[config.mk]
export PLATFORM = sky130hd
export DESIGN_NAME = stream_demux
export DESIGN_NICKNAME = d
export VERILOG_FILES = /design/src/rtl/stream_demux_pkg.sv /design/src/rtl/stream_reg_slice.sv /design/src/rtl/stream_demux.sv
export SDC_FILE = /design/constraint.sdc
export NUM_CORES = 1
export LEC_CHECK = 0
export CAP_MARGIN = 20
export CORE_UTILIZATION = 45
export DETAILED_ROUTE_END_ITERATION = 10
export PLACE_DENSITY_LB_ADDON = 0.12
export SLEW_MARGIN = 10
export SYNTH_ARGS = -nofsm -noshare
export SYNTH_HDL_FRONTEND = slang
export SYNTH_SLANG_ARGS = --single-unit
export TNS_END_PERCENT = 30
[constraint.sdc]
create_clock -name clk_i -period 2.3 [get_ports clk_i]
set_input_delay 0.345 -clock clk_i [delete_from_list [all_inputs] [get_ports clk_i]]
set_output_delay 0.345 -clock clk_i [all_outputs]
set_load 0.005 [all_outputs]
[src/rtl/stream_demux_pkg.sv]
// rtl/stream_demux_pkg.sv - shared constants and helpers for stream_demux
//
// Purpose: holds the SoC-wide drop counter width, its saturation value and a
//          saturating increment helper used by the demux top.
// Ports:   none (package).
package stream_demux_pkg;

  localparam int unsigned DROP_CNT_W = 16;

  typedef logic [DROP_CNT_W-1:0] drop_cnt_t;

  localparam drop_cnt_t DROP_CNT_MAX = '1;

  // Increment that sticks at all-ones instead of wrapping to zero.
  function automatic drop_cnt_t sat_inc(input drop_cnt_t cnt);
    return (cnt == DROP_CNT_MAX) ? cnt : cnt + drop_cnt_t'(1);
  endfunction

endpackage

[src/rtl/stream_reg_slice.sv]
// rtl/stream_reg_slice.sv - single-entry valid/ready register slice
//
// Purpose: one output slot of the demux. Holds at most one beat; accepts a new
//          beat when empty or when the held beat leaves in the same cycle.
// Ports:   clk_i, rst_ni   - clock, asynchronous active-low reset
//          s_data_i/s_valid_i/s_ready_o - upstream side
//          m_data_o/m_valid_o/m_ready_i - downstream side
module stream_reg_slice #(
  parameter int unsigned WIDTH = 8
) (
  input  logic             clk_i,
  input  logic             rst_ni,
  input  logic [WIDTH-1:0] s_data_i,
  input  logic             s_valid_i,
  output logic             s_ready_o,
  output logic [WIDTH-1:0] m_data_o,
  output logic             m_valid_o,
  input  logic             m_ready_i
);

  logic             valid_q, valid_d;
  logic [WIDTH-1:0] data_q, data_d;
  logic             load;

  // Empty, or full but draining this cycle: the refill path keeps a
  // continuously-ready consumer at full throughput.
  assign s_ready_o = ~valid_q | m_ready_i;

  always_comb begin
    load    = s_valid_i & s_ready_o;
    valid_d = valid_q;
    data_d  = data_q;
    if (load) begin
      valid_d = 1'b1;
      data_d  = s_data_i;
    end else if (m_ready_i) begin
      valid_d = 1'b0;
    end
  end

  always_ff @(posedge clk_i or negedge rst_ni) begin
    if (!rst_ni) begin
      valid_q <= 1'b0;
      data_q  <= '0;
    end else begin
      valid_q <= valid_d;
      data_q  <= data_d;
    end
  end

  assign m_valid_o = valid_q;
  assign m_data_o  = data_q;

endmodule

[src/rtl/stream_demux.sv]
// rtl/stream_demux.sv - 1-to-N stream demultiplexer with per-output slots
//
// Purpose: routes each input beat to the output slot named by sel_i. Every
//          output has its own register slice, so a stalled output never
//          blocks the others. Out-of-range selects are accepted and discarded,
//          flagged on err_o and counted in a saturating drop counter.
// Ports:   clk_i, rst_ni              - clock, asynchronous active-low reset
//          data_i/sel_i/valid_i/ready_o - input stream with destination index
//          data_o/valid_o/ready_i     - N_OUTPUTS packed output streams
//          err_o                      - one-cycle pulse per discarded beat
//          drop_cnt_o                 - saturating count of discarded beats
module stream_demux
  import stream_demux_pkg::*;
#(
  parameter  int unsigned WIDTH     = 8,
  parameter  int unsigned N_OUTPUTS = 4,
  localparam int unsigned SEL_W     = $clog2(N_OUTPUTS)
) (
  input  logic                       clk_i,
  input  logic                       rst_ni,
  input  logic [WIDTH-1:0]           data_i,
  input  logic [SEL_W-1:0]           sel_i,
  input  logic                       valid_i,
  output logic                       ready_o,
  output logic [N_OUTPUTS*WIDTH-1:0] data_o,
  output logic [N_OUTPUTS-1:0]       valid_o,
  input  logic [N_OUTPUTS-1:0]       ready_i,
  output logic                       err_o,
  output logic [DROP_CNT_W-1:0]      drop_cnt_o
);

  // run_q holds ready_o low until the first clock edge after reset release.
  logic                 run_q, run_d;
  logic                 err_q, err_d;
  drop_cnt_t            drop_cnt_q, drop_cnt_d;

  logic [N_OUTPUTS-1:0] slot_ready;
  logic [N_OUTPUTS-1:0] slot_load;
  logic                 sel_in_range;
  logic                 sel_ready;
  logic                 accept;

  // Select decode. Compared at 32 bits so the range check stays meaningful
  // for both power-of-two and non-power-of-two output counts.
  always_comb begin
    sel_in_range = (32'(sel_i) < N_OUTPUTS);
    sel_ready    = 1'b0;
    for (int k = 0; k < int'(N_OUTPUTS); k++) begin
      if (sel_i == SEL_W'(k)) begin
        sel_ready = slot_ready[k];
      end
    end
    // Depends only on sel_i and slot state, never on valid_i.
    ready_o = run_q & (~sel_in_range | sel_ready);
    accept  = valid_i & ready_o;
    slot_load = '0;
    for (int k = 0; k < int'(N_OUTPUTS); k++) begin
      slot_load[k] = accept & sel_in_range & (sel_i == SEL_W'(k));
    end
  end

  always_comb begin
    run_d      = 1'b1;
    err_d      = accept & ~sel_in_range;
    drop_cnt_d = drop_cnt_q;
    if (err_d) begin
      drop_cnt_d = sat_inc(drop_cnt_q);
    end
  end

  always_ff @(posedge clk_i or negedge rst_ni) begin
    if (!rst_ni) begin
      run_q      <= 1'b0;
      err_q      <= 1'b0;
      drop_cnt_q <= '0;
    end else begin
      run_q      <= run_d;
      err_q      <= err_d;
      drop_cnt_q <= drop_cnt_d;
    end
  end

  assign err_o      = err_q;
  assign drop_cnt_o = drop_cnt_q;

  for (genvar k = 0; k < N_OUTPUTS; k++) begin : g_slot
    stream_reg_slice #(
      .WIDTH (WIDTH)
    ) u_slice (
      .clk_i     (clk_i),
      .rst_ni    (rst_ni),
      .s_data_i  (data_i),
      .s_valid_i (slot_load[k]),
      .s_ready_o (slot_ready[k]),
      .m_data_o  (data_o[k*WIDTH +: WIDTH]),
      .m_valid_o (valid_o[k]),
      .m_ready_i (ready_i[k])
    );
  end

endmodule

After elaboration in Yosys (flattened, before gate mapping)
Index checks and enable logic that the tools add are counted.
{ "totals": {"reg_bits": 37, "in_bits": 17, "word_cells": 47} }
{ "op_classes": {"n_eq_ne": 3, "n_mux": 12, "bitwise": 18, "n_reduce_logical": 5} }
{ "op_table": {"columns": ["cell", "count"], "rows": [
  ["1-bit 2-to-1 mux", 12],
  ["1-bit AND", 10],
  ["2-bit nonzero test", 4],
  ["2-bit equality test (second input constant)", 2],
  ["1-bit inverter", 4],
  ["1-bit OR", 4],
  ["2-bit by 1-bit equality test with 1-bit output (second input constant)", 1],
  ["2-bit zero test", 1]
]} }

Longest topological paths before layout
Gate-level depths: netlist of the first run.
{ "depth": {"ltp_word": 11, "mapped_depth": 4} }

By module
A second synthesis of the first run with hierarchy kept.
{ "hier_totals": {"cells_unflattened": 110, "area_unflattened_um2": 1771.7} }
{ "modules_own_cells": {"columns": ["mod", "instances", "cells_each", "area_per_inst_um2", "seq_area_each_um2"], "rows": [
  ["stream_reg_slice", 4, 20, 385.4, 225.2],
  ["stream_demux", 1, 30, 230.2, 25.0]
]} }

Least setup slack after synthesis of the first run
OpenSTA, ideal clock, no wires.
{ "synth_timing": {"path_type": "flip-flop to flip-flop", "start": "register g_slot[0].u_slice.valid_q", "end": "register g_slot[0].u_slice.data_q[0]", "arrival_ns": 1.310, "path_slack_ns": 0.865, "stages_incl_launch_ff": 4, "synth_period_minus_slack_ns": 1.435, "cell_sequence": "dfrtp_1 nor2b_1 nor4_4 mux2_2"} }
{ "synth_via": {"elab_chain_len": 10} }
{ "synth_rtl": {"columns": ["element", "line_no", "source"], "rows": [
  ["start, declared", "stream_reg_slice.sv:21", "logic valid_q, valid_d;"],
  ["start signal, assigned", "stream_reg_slice.sv:46", "valid_q <= valid_d;"],
  ["1-bit inverter (*)", "stream_reg_slice.sv:27", "assign s_ready_o = ~valid_q | m_ready_i;"],
  ["1-bit OR (*)", "stream_reg_slice.sv:27", null],
  ["1-bit 2-to-1 mux (4 in a row)", "stream_demux.sv:49", "if (sel_i == SEL_W'(k)) begin"],
  ["1-bit AND", "stream_demux.sv:54", "ready_o = run_q & (~sel_in_range | sel_ready);"],
  ["1-bit AND", "stream_demux.sv:55", "accept = valid_i & ready_o;"],
  ["1-bit AND", "stream_demux.sv:58", "slot_load[k] = accept & sel_in_range & (sel_i == SEL_W'(k));"],
  ["1-bit AND (*)", "stream_reg_slice.sv:30", "load = s_valid_i & s_ready_o;"],
  ["end signal, assigned", "stream_reg_slice.sv:47", "data_q <= data_d;"],
  ["end, declared", "stream_reg_slice.sv:22", "logic [WIDTH-1:0] data_q, data_d;"]
]} }
Mark *: on every way between the ends. The rest lies on a longest branch, timed or not.
A chain may end at the register's enable or synchronous reset.

Worst setup path after layout of the first run
{ "layout_timing": {"start": "input sel_i[1]", "end": "output ready_o"} }
{ "layout_via": {"elab_chain_len": 6} }
{ "layout_rtl": {"columns": ["element", "line_no", "source"], "rows": [
  ["start, declared", "stream_demux.sv:22", "input logic [SEL_W-1:0] sel_i,"],
  ["2-bit zero test", "stream_demux.sv:49", null],
  ["1-bit 2-to-1 mux (3 in a row)", "stream_demux.sv:49", null],
  ["1-bit 2-to-1 mux (*)", "stream_demux.sv:49", null],
  ["1-bit AND (*)", "stream_demux.sv:54", null],
  ["end, declared", "stream_demux.sv:24", "output logic ready_o,"]
]} }
Marked as above.

==> flow_summary.json, run 1 <==
{
  "period_minus_slack_ps": 2046,
  "cts.path.max_buffers": 2,
  "cp_cell_sequence": "clkdlybuf4s50_1 > and2b_2 > a221o_2 > a21oi_1 > dlygate4sd2_1",
  "finalCritPeriodShare_pct": 88.97,
  "fin_total_pwr_mw": 1.810,
  "hold_viol": 0,
  "hpwlAfterDp_mm": 2.152,
  "synth_top_area_cell": "dfrtp_1",
  "crit_buf_inv": 2,
  "slew_headroom_pct": 47.04,
  "first_global_vias": 985,
  "ctsHtreeMaxLevel": 2,
  "yosysUniqueCellTypes": 21,
  "antenna_found_initial": 0,
  "dpl.cell_count": 214,
  "multi_input_area_um2": 579.3,
  "rr_endpoint": "g_slot[0].u_slice.m_data_o[6]$_DFFE_PN0P_",
  "crit_path_end_kind": "output port",
  "synth_top_area_share_pct": 57.19,
  "critPathKind": "in -> out",
  "synth_seq_cells": 37,
  "via_per_inst": 4.689,
  "drc": 0,
  "cts_tree": "yes",
  "max_cap_violations": 0,
  "nNetsFinal": 192,
  "power.density_mw_per_mm2": 811.4,
  "drtPass1Iterations": 4,
  "coreArea_mm2": 0.003390,
  "slew_violations": 0,
  "required_ps": 1960,
  "numCtsBuffers": 5,
  "drt_iter0_markers": 16,
  "rsz0062_at_grt": "no",
  "grt_usage_pct": 17.36,
  "final_core_util_pct": 65.82,
  "syn_avg_cell_area_um2": 14.08,
  "holdWs_ps": 80.35,
  "cp.arrival_ps": 1700,
  "grt_pass1_wl_mm": 4.560,
  "grt-ovfl-total": 0,
  "fin_skew_ps": 12.66,
  "timing.fmax_ghz": 0.4887,
  "num_rows": 21,
  "finalSetupViolations": 0,
  "syn_inst": 115,
  "worstHoldPathType": "in -> async",
  "ys_seq_area_share_pct": 57.19,
  "die_w_um": 61.98,
  "drt-total-wl_mm": 3.003,
  "ff2ff_setup_slack_ps": 860,
  "grt_max_degree": 38,
  "numClockSinks": 37,
  "antennaDiodeCount": 0,
  "cellLeakagePower_nw": 0.9820,
  "yosys-top-cells-area": "dfrtp_1, mux2_2, buf_4",
  "cp-start-kind": "input port",
  "r2r.worst_path.cells": 4,
  "netlist_area_mm2": 0.001619,
  "layout-drive-gt1-share_pct": 30.68,
  "setup_ws_ps": 253.7,
  "postPlaceCellArea_mm2": 0.002145,
  "instances_no_fill": 222,
  "initial_core_util_pct": 47.77,
  "ys_warn_count": 0,
  "design.die.area_mm2": 0.003842,
  "vias": 1041,
  "clk_latency_ps": 330,
  "ios": 71,
  "tightest_slew_ps": 794.3,
  "fin_setup_tns_ps": 0,
  "ant_nets": 0,
  "area_growth_pct": 37.79,
  "gp_congestion": 0.7152,
  "finalInstanceArea_mm2": 0.002231,
  "pre_cts_ws_ps": -115.5,
  "die_h_um": 61.98,
  "regArea_um2": 925.9,
  "rr_startpoint": "g_slot[0].u_slice.m_valid_o$_DFFE_PN0P_",
  "cp_top_family": "buffers and inverters",
  "path_max_fanout": 3,
  "ir_worst_vdd_uv": 564.8,
  "path_clk_slew_ps": 110,
  "fillCellCount": 260,
  "status": "complete, no violations",
  "port_buffers": 53,
  "clockRootBuffer": "clkbuf_4",
  "cp_slowest_cell": "clkdlybuf4s50_1",
  "worst-path-stages": 5,
  "cp_slowest_stage_delay_ps": 440,
  "drt-wirelength-per-cell_um": 13.53
}
-- layout by cell type, fill, tap and decap left out --
| master | instances |
|---|---|
| clkdlybuf4s50_1 | 50 |
| dfrtp_1 | 37 |
| mux2_2 | 32 |
| conb_1 | 18 |
| buf_4 | 6 |
| clkbuf_4 | 5 |
| inv_1 | 3 |
| o21ai_0 | 2 |
| nor2b_1 | 2 |
| nand2_1 | 2 |
| or2_2 | 2 |
| dlygate4sd2_1 | 2 |
| nand2b_1 | 1 |
| nand3b_1 | 1 |
| nor2_1 | 1 |
| and2b_2 | 1 |
| a221o_2 | 1 |
| a21oi_1 | 1 |
| nor3b_4 | 1 |
| nor4_4 | 1 |
| nand4bb_1 | 1 |
| nand4_1 | 1 |
| a21oi_2 | 1 |
| clkbuf_8 | 1 |
| bufinv_16 | 1 |
| clkinvlp_4 | 1 |
| buf_2 | 1 |
-- area by class of cell --
type	count	area share, %
multi-input cells	69	25.97
clock inverters	2	1.683
flip-flops and latches	37	41.50
well taps	46	2.580
clock buffers	6	2.299
inverters	3	0.5048
repair buffers	59	25.46
-- state kept, by name (all words and copies together) (netlist names) --
| name | count |
|---|---|
| g_slot.u_slice.m_data_o | 32 |
| g_slot.u_slice.m_valid_o | 4 |
| run_q | 1 |
-- routing by layer --
layer / track usage, % / share of wire (%)
met3: 6.418 / 7.4
met5: 0 / 0
met4: 7.619 / 0.87
met1: 19.51 / 39
met2: 29.48 / 52
-- worst reg2reg max path, delay by kind of cell, from the launching register on --
family / cells / cell delay, ps
DFF: 1 / 380
buffers and inverters: 1 / 220
muxes: 1 / 350
and+or+nand+nor: 2 / 390
-- synth_stat cells --
cell type,instances
dfrtp_1,37
mux2_2,32
buf_4,21
inv_1,3
conb_1,2
nand2_1,2
nor2b_1,2
o21ai_0,2
or2_2,2
a21oi_1,1
a21oi_2,1
a221o_2,1
and2b_2,1
buf_2,1
nand2b_1,1
nand3b_1,1
nand4_1,1
nand4bb_1,1
nor2_1,1
nor3b_4,1
nor4_4,1
-- worst max path at each step --
stage	startpoint	end	slack, ps
final	sel_i[1]	ready_o	250
after global routing	sel_i[1]	ready_o	190
after CTS	sel_i[1]	ready_o	250
after detailed placement	sel_i[0]	ready_o	-120
after global placement	sel_i[0]	ready_o	-90
after floorplan	g_slot[0].u_slice.m_valid_o$_DFFE_PN0P_	g_slot[0].u_slice.m_data_o[0]$_DFFE_PN0P_	870
-- logic make-up after synthesis --
logic type             count (synthesis)  share of synthesized area [%]
AOI/OAI and AO/OA                      5                          2.164
muxes                                 32                          22.26
buffers and inverters                 25                          10.74
DFF                                   37                          57.19
and+or+nand+nor                       14                          7.188
other                                  2                         0.4639
-- power by group --
part	switching, mW	internal, mW	total [mW]
clock network	0.210	0.258	0.468
registers	0.0674	0.783	0.850
logic	0.142	0.350	0.491
total	0.419	1.39	1.81
-- what timing repair did --
item	4_1_cts	5_1_grt
setup buffers	0	0
hold buffers	0	0
gates resized for setup	2	0
setup endpoints to repair	1	0
Note: power is estimated with default switching activity, not from simulation.
==> run 2, diff against run 1 <==
- SKIP_LAST_GASP: default -> 1
==> results of run 2 <==
Final layout, timing and power as in run 1 (identical DEF).
==> run 3, diff against run 2 <==
- CORE_MARGIN: default -> 2
- CORE_UTILIZATION: 45 -> 46
- SYNTH_HIERARCHICAL: default -> 1
==> flow_summary.json, run 3 <==
{
  "cell_internal_pwr_mw": 1.587,
  "nNetsFinal": 194,
  "numCtsBuffers": 5,
  "hold_buffers": 0,
  "drtPass1Iterations": 4,
  "rsz0062_at_grt": "no",
  "clockPowerShare_pct": 28.3,
  "grt_pass1_wl_mm": 5.437,
  "grt_max_degree": 38,
  "crit_buf_inv": 2,
  "yosysMostFrequentCell": "dfrtp_1",
  "numClockSinks": 37,
  "required_ps": 1960,
  "num_rows": 22,
  "worstHoldPathType": "in -> async",
  "grt_use_met3_pct": 6.133,
  "design.die.area_mm2": 0.004364,
  "ys_top_cells_by_count": "dfrtp_1, mux2_4, buf_4",
  "synth_top_area_share_pct": 52.26,
  "cp.arrival_ps": 1780,
  "clockRootBuffer": "clkbuf_8",
  "critPathKind": "in -> out",
  "slew_headroom_pct": 46.37,
  "ir_worst_vdd_uv": 505.1,
  "port_buffers": 53,
  "vias": 1020,
  "period_minus_slack_ps": 2121,
  "hold_viol": 0,
  "initial_core_util_pct": 48.03,
  "synth_top_area_cell": "dfrtp_1",
  "power_switching_uw": 466.1,
  "fin_setup_tns_ps": 0,
  "setup_ws_ps": 178.6,
  "ctsHtreeMaxLevel": 2,
  "instances_no_fill": 226,
  "cellLeakagePower_nw": 1.205,
  "ios": 71,
  "coreArea_mm2": 0.003689,
  "dpl.cell_count": 218,
  "top_usage_layer": "met2",
  "grt_usage_pct": 17.39,
  "max_cap_violations": 0,
  "fin_total_pwr_mw": 2.053,
  "antennaDiodeCount": 0,
  "drt-total-wl_mm": 3.319,
  "drc": 0,
  "power.density_mw_per_mm2": 832.1,
  "slew_violations": 0,
  "met1_usage_pct": 21.63,
  "tightest_slew_ps": 804.4,
  "drt_iter0_markers": 28,
  "syn_avg_cell_area_um2": 16.11,
  "fin_skew_ps": 5.322,
  "path_clk_slew_ps": 70,
  "cp-start-kind": "input port",
  "seqPwrFrac_pct": 42.6,
  "pre_cts_ws_ps": -46.96,
  "status": "complete, no violations",
  "die_w_um": 66.06,
  "drt-wirelength-per-cell_um": 14.69,
  "antenna_found_initial": 0,
  "hpwlAfterDp_mm": 2.399,
  "synth_ff_type": "dfrtp_1",
  "clk_latency_ps": 290,
  "path_max_fanout": 2,
  "gp_congestion": 0.7552,
  "finalCritPeriodShare_pct": 92.23,
  "cts.path.max_buffers": 2,
  "layout_commonest_cell": "clkdlybuf4s50_1",
  "postPlaceCellArea_mm2": 0.002350,
  "cts_tree": "yes",
  "netlist_area_mm2": 0.001772,
  "timing.fmax_ghz": 0.4714,
  "finalSetupViolations": 0,
  "cp_slowest_cell": "mux4_2",
  "finalInstanceArea_mm2": 0.002467,
  "ant_nets": 0,
  "async_flop_share_pct": 100.0,
  "ys_warn_count": 6,
  "grt-ovfl-total": 0,
  "syn_inst": 110,
  "cp_top_family": "buffers and inverters",
  "area_growth_pct": 39.27,
  "first_global_vias": 1093,
  "cts-resized-gates": 2,
  "holdWs_ps": 139.3,
  "yosys-top-cells-area": "dfrtp_1, mux2_4, buf_4",
  "ys_seq_area_share_pct": 52.26,
  "yosysUniqueCellTypes": 15,
  "post-cts-setup-buffers": 0,
  "p_comb_share_pct": 29.1,
  "final_core_util_pct": 66.89,
  "layout-drive-gt1-share_pct": 32.58,
  "synth_edf_count": 0,
  "synth_seq_cells": 37,
  "die_h_um": 66.06,
  "most-common-layout-cells": "clkdlybuf4s50_1, dfrtp_1, mux2_4",
  "met2_usage_pct": 27.15,
  "via_per_inst": 4.513,
  "crit_path_end_kind": "output port",
  "cp_cell_sequence": "clkdlybuf4s50_1 > nand2b_4 > mux4_2 > and2_1 > dlygate4sd2_1",
  "switching_share_pct": 22.70,
  "cp_slowest_stage_delay_ps": 460,
  "largest_reg_flops": 32
}
==> run 3: cell type report <==
cell class              count  area (µm²)
well taps                  48       60.06
fillers                   291        1221
repair buffers             61       583.1
flip-flops and latches     37       925.9
clock inverters             2       37.54
multi-input cells          72       778.2
clock buffers               6       82.58
==> run 3: kinds of logic after synthesis <==
group,after synthesis,share of synthesized area [%]
multiplexers,33,28.39
AND/OR/NAND/NOR,21,11.72
flip-flops,37,52.26
other,2,0.4239
buffers and inverters,17,7.203
==> run 3: path summary, 6_finish.rpt <==
| path | to | slack, ps | depth (start not counted) | start |
|---|---|---|---|---|
| setup / recovery | ready_o | 180 | 5 | ready_i[0] |
| hold / removal | g_slot[2].u_slice/m_data_o[7]$_DFFE_PN0P_ | 140 | 1 | rst_ni |
| setup reg to reg | g_slot[3].u_slice/m_data_o[1]$_DFFE_PN0P_ | 680 | 6 | g_slot[3].u_slice/m_valid_o$_DFFE_PN0P_ |
| hold reg to reg | g_slot[0].u_slice/m_data_o[3]$_DFFE_PN0P_ | 510 | 1 | g_slot[0].u_slice/m_data_o[3]$_DFFE_PN0P_ |
| max in group asynchronous | g_slot[1].u_slice/m_data_o[1]$_DFFE_PN0P_ | 1650 | 1 | rst_ni |
| min in group clk_i | g_slot[0].u_slice/m_data_o[3]$_DFFE_PN0P_ | 510 | 1 | g_slot[0].u_slice/m_data_o[3]$_DFFE_PN0P_ |
==> run 3: metal layers <==
metal,part of all wire [%],vias up
met5,0,-
li1,-,474
met1,45,495
met4,1.5,0
met3,5.9,4
met2,48,47
==> run 3: power by group through the flow <==
stage	registers, mW	clock network [mW]	logic (mW)
4_1_cts	0.876	0.599	0.606
2_1_floorplan	0.888	0	0.252
6_report	0.874	0.581	0.598
3_3_place_gp	0.881	0	0.597
3_5_place_dp	0.885	0	0.605
5_1_grt	0.893	0.623	0.645
